`config.mk`:
```
export PLATFORM = sky130hd
export DESIGN_NAME = timer_gen
export DESIGN_NICKNAME = d
export VERILOG_FILES = /design/src/rtl/timer_gen.sv
export SDC_FILE = /design/constraint.sdc
export NUM_CORES = 1
export LEC_CHECK = 0
export CORE_MARGIN = 4
export CORE_UTILIZATION = 35
export DETAILED_ROUTE_END_ITERATION = 6
export MAX_ROUTING_LAYER = met4
export SLEW_MARGIN = 20
export SYNTH_ARGS = -nofsm -noshare
export SYNTH_HDL_FRONTEND = slang
export SYNTH_SLANG_ARGS = --single-unit
```
`constraint.sdc`:
```
create_clock -name clk -period 7.67 [get_ports clk]
set_input_delay 1.1505 -clock clk [delete_from_list [all_inputs] [get_ports clk]]
set_output_delay 1.1505 -clock clk [all_outputs]
set_load 0.005 [all_outputs]
```
`src/rtl/timer_gen.sv`:
```
// Cyclic REL..CYCLE-1 timer with up/down, one-shot, runtime load and cascade tick (cin/cy).
// Optional input prescaler is compiled in with `define TIMER_GEN_PRESCALE_EN.
module timer_gen #(
  parameter int WIDTH     = 32,
  parameter int CYCLE     = 100,
  parameter int REL       = 5,
  parameter int PRESC_DIV = 1
) (
  input  logic             clk,
  input  logic             rst,
  input  logic             en,
  input  logic             cin,
  input  logic             load,
  input  logic [WIDTH-1:0] load_val,
  input  logic             mode,
  input  logic             dir,
  output logic [WIDTH-1:0] cnt,
  output logic             cy,
  output logic             done
);

  localparam logic [WIDTH-1:0] LO = WIDTH'(REL);
  localparam logic [WIDTH-1:0] HI = WIDTH'(CYCLE - 1);

  if (REL < 0 || REL >= CYCLE || 64'(CYCLE) > (64'd1 << WIDTH)) begin : g_bad_range
    $error("timer_gen: need 0 <= REL < CYCLE <= 2**WIDTH");
  end
  if (PRESC_DIV < 1 || PRESC_DIV > 65536) begin : g_bad_presc
    $error("timer_gen: PRESC_DIV must be in 1..65536");
  end

  logic ptick;

`ifdef TIMER_GEN_PRESCALE_EN
  localparam int PW = (PRESC_DIV > 1) ? $clog2(PRESC_DIV) : 1;
  localparam logic [PW-1:0] PLAST = PW'(PRESC_DIV - 1);

  logic [PW-1:0] presc;

  // Counts qualified clocks independently of load and done; only reset clears it.
  assign ptick = (presc == PLAST);

  always_ff @(posedge clk or negedge rst) begin
    if (!rst) begin
      presc <= '0;
    end else if (en && cin) begin
      presc <= ptick ? '0 : presc + 1'b1;
    end
  end
`else
  assign ptick = 1'b1;
`endif

  logic [WIDTH-1:0] term;
  logic [WIDTH-1:0] start;
  logic [WIDTH-1:0] step;
  logic             tick;

  assign term  = dir ? LO : HI;
  assign start = dir ? HI : LO;
  assign step  = dir ? (cnt - 1'b1) : (cnt + 1'b1);
  // A completed one-shot swallows ticks until the next load.
  assign tick  = en & cin & ptick & ~done;

  always_ff @(posedge clk or negedge rst) begin
    if (!rst) begin
      cnt  <= LO;
      cy   <= 1'b0;
      done <= 1'b0;
    end else if (load) begin
      cnt  <= load_val;
      cy   <= 1'b0;
      done <= 1'b0;
    end else if (tick && (cnt == term)) begin
      cnt <= start;
      cy  <= 1'b1;
      if (mode) begin
        done <= 1'b1;
      end
    end else if (tick) begin
      cnt <= step;
      cy  <= 1'b0;
    end else begin
      cy  <= 1'b0;
    end
  end

endmodule

```
### Word-level counts from Yosys, hierarchy flattened

Index checks and enable logic that the tools add are counted.

| word-level totals | value |
|---|---|
| register bits | 34 |
| input port bits | 39 |
| word-level logic and storage cells | 25 |

| cells by class | value |
|---|---|
| $add $sub $neg | 2 |
| equality and inequality tests | 1 |
| mux-type cells | 11 |
| bitwise gates (word level) | 3 |
| reduce and logical (&&, ||, !) cells | 5 |

Operator list:

| cell | count |
|---|---|
| $mux 32 | 4 |
| $add 32x1->32 const B | 1 |
| $eq 32x7->1 | 1 |
| $sub 32x1->32 const B | 1 |
| $mux 7 | 2 |
| $mux 1 | 5 |
| $reduce_bool 2->1 | 2 |
| $reduce_bool 3->1 | 1 |
| $and 1x1->1 | 2 |
| $reduce_and 2->1 | 1 |
| $logic_and 1x1->1 | 1 |
| $not 1->1 | 1 |

### Logic depth before layout (Yosys ltp)

| logic depth | value |
|---|---|
| depth after elaboration | 5 |
| depth in mapped cells | 10 |
| gate-level depth less buffers | 9 |

### Worst setup path before layout

No wires, ideal clock.

| timing path | value |
|---|---|
| kind | input -> register |
| start | in dir |
| end | reg cnt[30] |
| library setup time | 128 ps |
| arrival time | 3110 ps |
| data required time | 7542 ps |
| slack | 4432 ps |
| stages | 9 |
| path through | fa_1 a211oi_1 o21a_1 nor4_1 o311ai_0 nand4_1 a31oi_1 xor2_1 o21ai_0 |

| between the ends | value |
|---|---|
| longest elaborated chain between the ends | 5 |

Ends and longest elaborated chain:

| what | RTL line | source |
|---|---|---|
| start, declared | 16 | `input logic dir,` |
| $mux 7 | 59 | `assign term = dir ? LO : HI;` |
| $eq 32x7->1 | 74 | `end else if (tick && (cnt == term)) begin` |
| $logic_and 1x1->1 | 74 |  |
| $mux 32 | 74 |  |
| $mux 32 | 70 | `end else if (load) begin` |
| end signal, assigned | 71 | `cnt <= load_val;` |
| end signal, assigned | 75 | `cnt <= start;` |
| end signal, assigned | 81 | `cnt <= step;` |
| end, declared | 17 | `output logic [WIDTH-1:0] cnt,` |

Several ways; a longest one is shown, not always the timed one. The select of a mux whose other input is x is not followed.
A chain may end at the register's enable or synchronous reset.

### Final worst setup path

| timing path | value |
|---|---|
| start | in dir |
| end | reg cnt[16] |

The elaborated chain is that of the path after synthesis.

==> qor.csv <==
metric,value,unit
start_util,36.4,%
period_share,58.8,%
yosys.area.top_type,dfrtp_1,
coreArea,9330,sq um
grt_usage,19.7,%
ios,73,
p_sw_share,39.5,%
cp_max_fo,18,
ys_seq_area_share,25.1,%
dp_cells,596,
vias,3464,
die_h,107,um
detailedRoute.firstPassIterationCount,5,
drt_iter0_markers,168,
antenna_found_initial,0,
critPathLaunchType,primary input,
clk_path_buf_depth,2,
comb_power_share,50.3,%
maxCapViolations,0,
htreeDepth,2,
power.static_leakage,0.00180,uW
final_core_util,46.1,%
critPathCaptureType,flop,
setup_ws,3.16,ns
finalWeightedCongestion,0.986,
slew_viol_final,0,
numCtsBuffers,5,
clockPowerShare,21.1,%
floorplan.rows,35,
slew_headroom,42.5,%
setup.worst_path.class,in2reg,
yosysWarningCount,0,
avgSynthCellArea,8.19,sq um
cts_setup_buffers,0,
rsz0062_at_grt,no,
seqPwrFrac,28.6,%
finalHoldViolCount,0,
cts_root_buffer,clkbuf_8,
p_sw,321,uW
drc,0,
post_drt_wl_per_cell,17.7,um
finClkSkew,0.00963,ns
path_cells,"clkdlybuf4s50_1, ha_1, ha_1, nor4b_1, nand4_1, nor2_1, nor2_1, buf_4, nand2_1, o221ai_1",
cpPeakStageDelay,0.86,ns
grt_max_degree,59,
wl,10700,um
post_layout_nonfiller_instances,604,
required,7.82,ns
stdcell_area,4300,sq um
viasPerCell,5.74,
synth_top_area_share,23.6,%
min_period,4.51,ns
ys_ff_latch,34,
p_per_area,189,nW/um^2
gr-total-overflow,0,
clock_latency,0.30,ns
fin_nets,545,
die_width,107,um
p_int,492,uW
status,"complete, no violations",
die-area,11300,sq um
crit_arrival,4.65,ns
slowest_stage,clkdlybuf4s50_1,
peakVddDrop,0.0838,mV
tightestPinTransition,0.860,ns
synthToLayoutAreaGrowth,26.6,%
ys.flop_type,dfrtp_1,
antenna_left,0,
syn_inst,415,
dp_worst_setup_slack,2.86,ns
synthArstFlopShare,100,%
tritoncts,built,
layout-drive-gt1-share,6.74,%
path_clk_slew,0.08,ns
place_area,4190,sq um
place.port_buffers,72,
synth_edf_count,0,
netlist_top_cells_area,"dfrtp_1 24%, ha_1 11%, a21oi_1 6.6%, nand2_1 5.0%, o21ai_0 4.6%",
grt_pass1_wl,17600,um
cts_resized,0,
syn_nets,486,
setup_viol,0,
syn_area,3400,sq um
antenna_cells,0,
finalSetupTns,0,ns
dp_hpwl,7990,um
hold_path_class,reg2reg,
hold_buffers,0,
ys_types,57,
first_global_vias,3417,
cts.sink_count,34,
fmax,222,MHz
## kinds of logic (layout without fill, tap and decap cells)
family | Yosys count | in the layout | synth area share [%]
simple gates | 123 | 123 | 17.9
compound gates | 159 | 159 | 32.4
buf+inv | 37 | 97 | 4.71
xor+xnor | 27 | 27 | 6.96
fa+ha+maj | 32 | 32 | 12.0
flops | 34 | 34 | 25.1
mux | 3 | 3 | 0.884
## worst max-delay path, delay by kind of cell
family | cells | cell delay [ns]
compound gates | 1 | 0.22
simple gates | 5 | 1.43
buf+inv | 2 | 1.09
fa+ha+maj | 2 | 0.74
## path summary, 6_finish.rpt
| kind | start | end | slack (ns) | cells past startpoint |
|---|---|---|---|---|
| max | dir | cnt[16] | 3.16 | 10 |
| min | done | done | 0.57 | 2 |
| max reg2reg | cnt[2] | cnt[16] | 4.67 | 8 |
| min reg2reg | done | done | 0.57 | 2 |
| max in group asynchronous | rst | cnt[0] | 6.05 | 2 |
| min in group asynchronous | rst | cnt[4] | 1.27 | 2 |
## metrics by stage
step	power, uW	hold slack (ns)
2_1_floorplan	503	0.519
3_3_place_gp	640	0.543
3_5_place_dp	641	0.563
4_1_cts	817	0.576
5_1_grt	872	0.610
6_report	813	0.572
## layout make-up
| type | count | area [sq um] |
|---|---|---|
| fill | 926 | 5030 |
| timing repair buffer | 76 | 746 |
| inverter | 13 | 48.8 |
| clock buffer | 5 | 68.8 |
| tap | 129 | 161 |
| sequential | 34 | 853 |
| multi-input combinational | 344 | 2380 |
| clock inverter | 3 | 40.0 |
## synth_stat cells, drive strengths merged (12+ instances only)
| master | n |
|---|---|
| a21o | 18 |
| a21oi | 45 |
| a221oi | 12 |
| clkbuf | 19 |
| dfrtp | 32 |
| ha | 31 |
| inv | 13 |
| nand2 | 45 |
| nor2 | 22 |
| o21ai | 36 |
| xnor2 | 14 |
| xor2 | 13 |
## state kept, by name (all words and copies together), names as in the netlist
signal	count
cnt	32
done	1
cy	1
## cells in the final DEF (no fill, tap or decap), drive strengths merged, types with 6 or more instances in the layout
master	Yosys	final
a221oi	12	12
nand2	45	45
nor2	22	22
xor2	13	13
clkdlybuf4s50	0	71
nor4	8	8
a21oi	45	45
ha	31	31
nand4	9	9
xnor2	14	14
nand3	6	6
a31oi	11	11
o221ai	9	9
and3	8	8
nor3	9	9
a21o	18	18
o21ai	36	36
inv	13	13
dfrtp	32	32
## power by group through the flow
stage | logic (uW) | registers (uW) | clock network [uW]
4_1_cts | 408 | 233 | 176
5_1_grt | 452 | 237 | 182
3_5_place_dp | 405 | 236 | 0
6_report | 409 | 233 | 172
2_1_floorplan | 275 | 228 | 0
3_3_place_gp | 404 | 236 | 0
## per-layer routing
metal / part of all wire (%) / up-vias / routed length [um] / global-route usage [%]
li1: - / 1680 / - / -
met1: 46 / 1648 / 4950 / 26.7
met2: 46 / 116 / 4950 / 30.7
met3: 5.4 / 20 / 575 / 2.37
met4: 2.3 / 0 / 244 / 6.39
met5: 0 / - / 0 / -
Power figures use the tool's default switching activity.
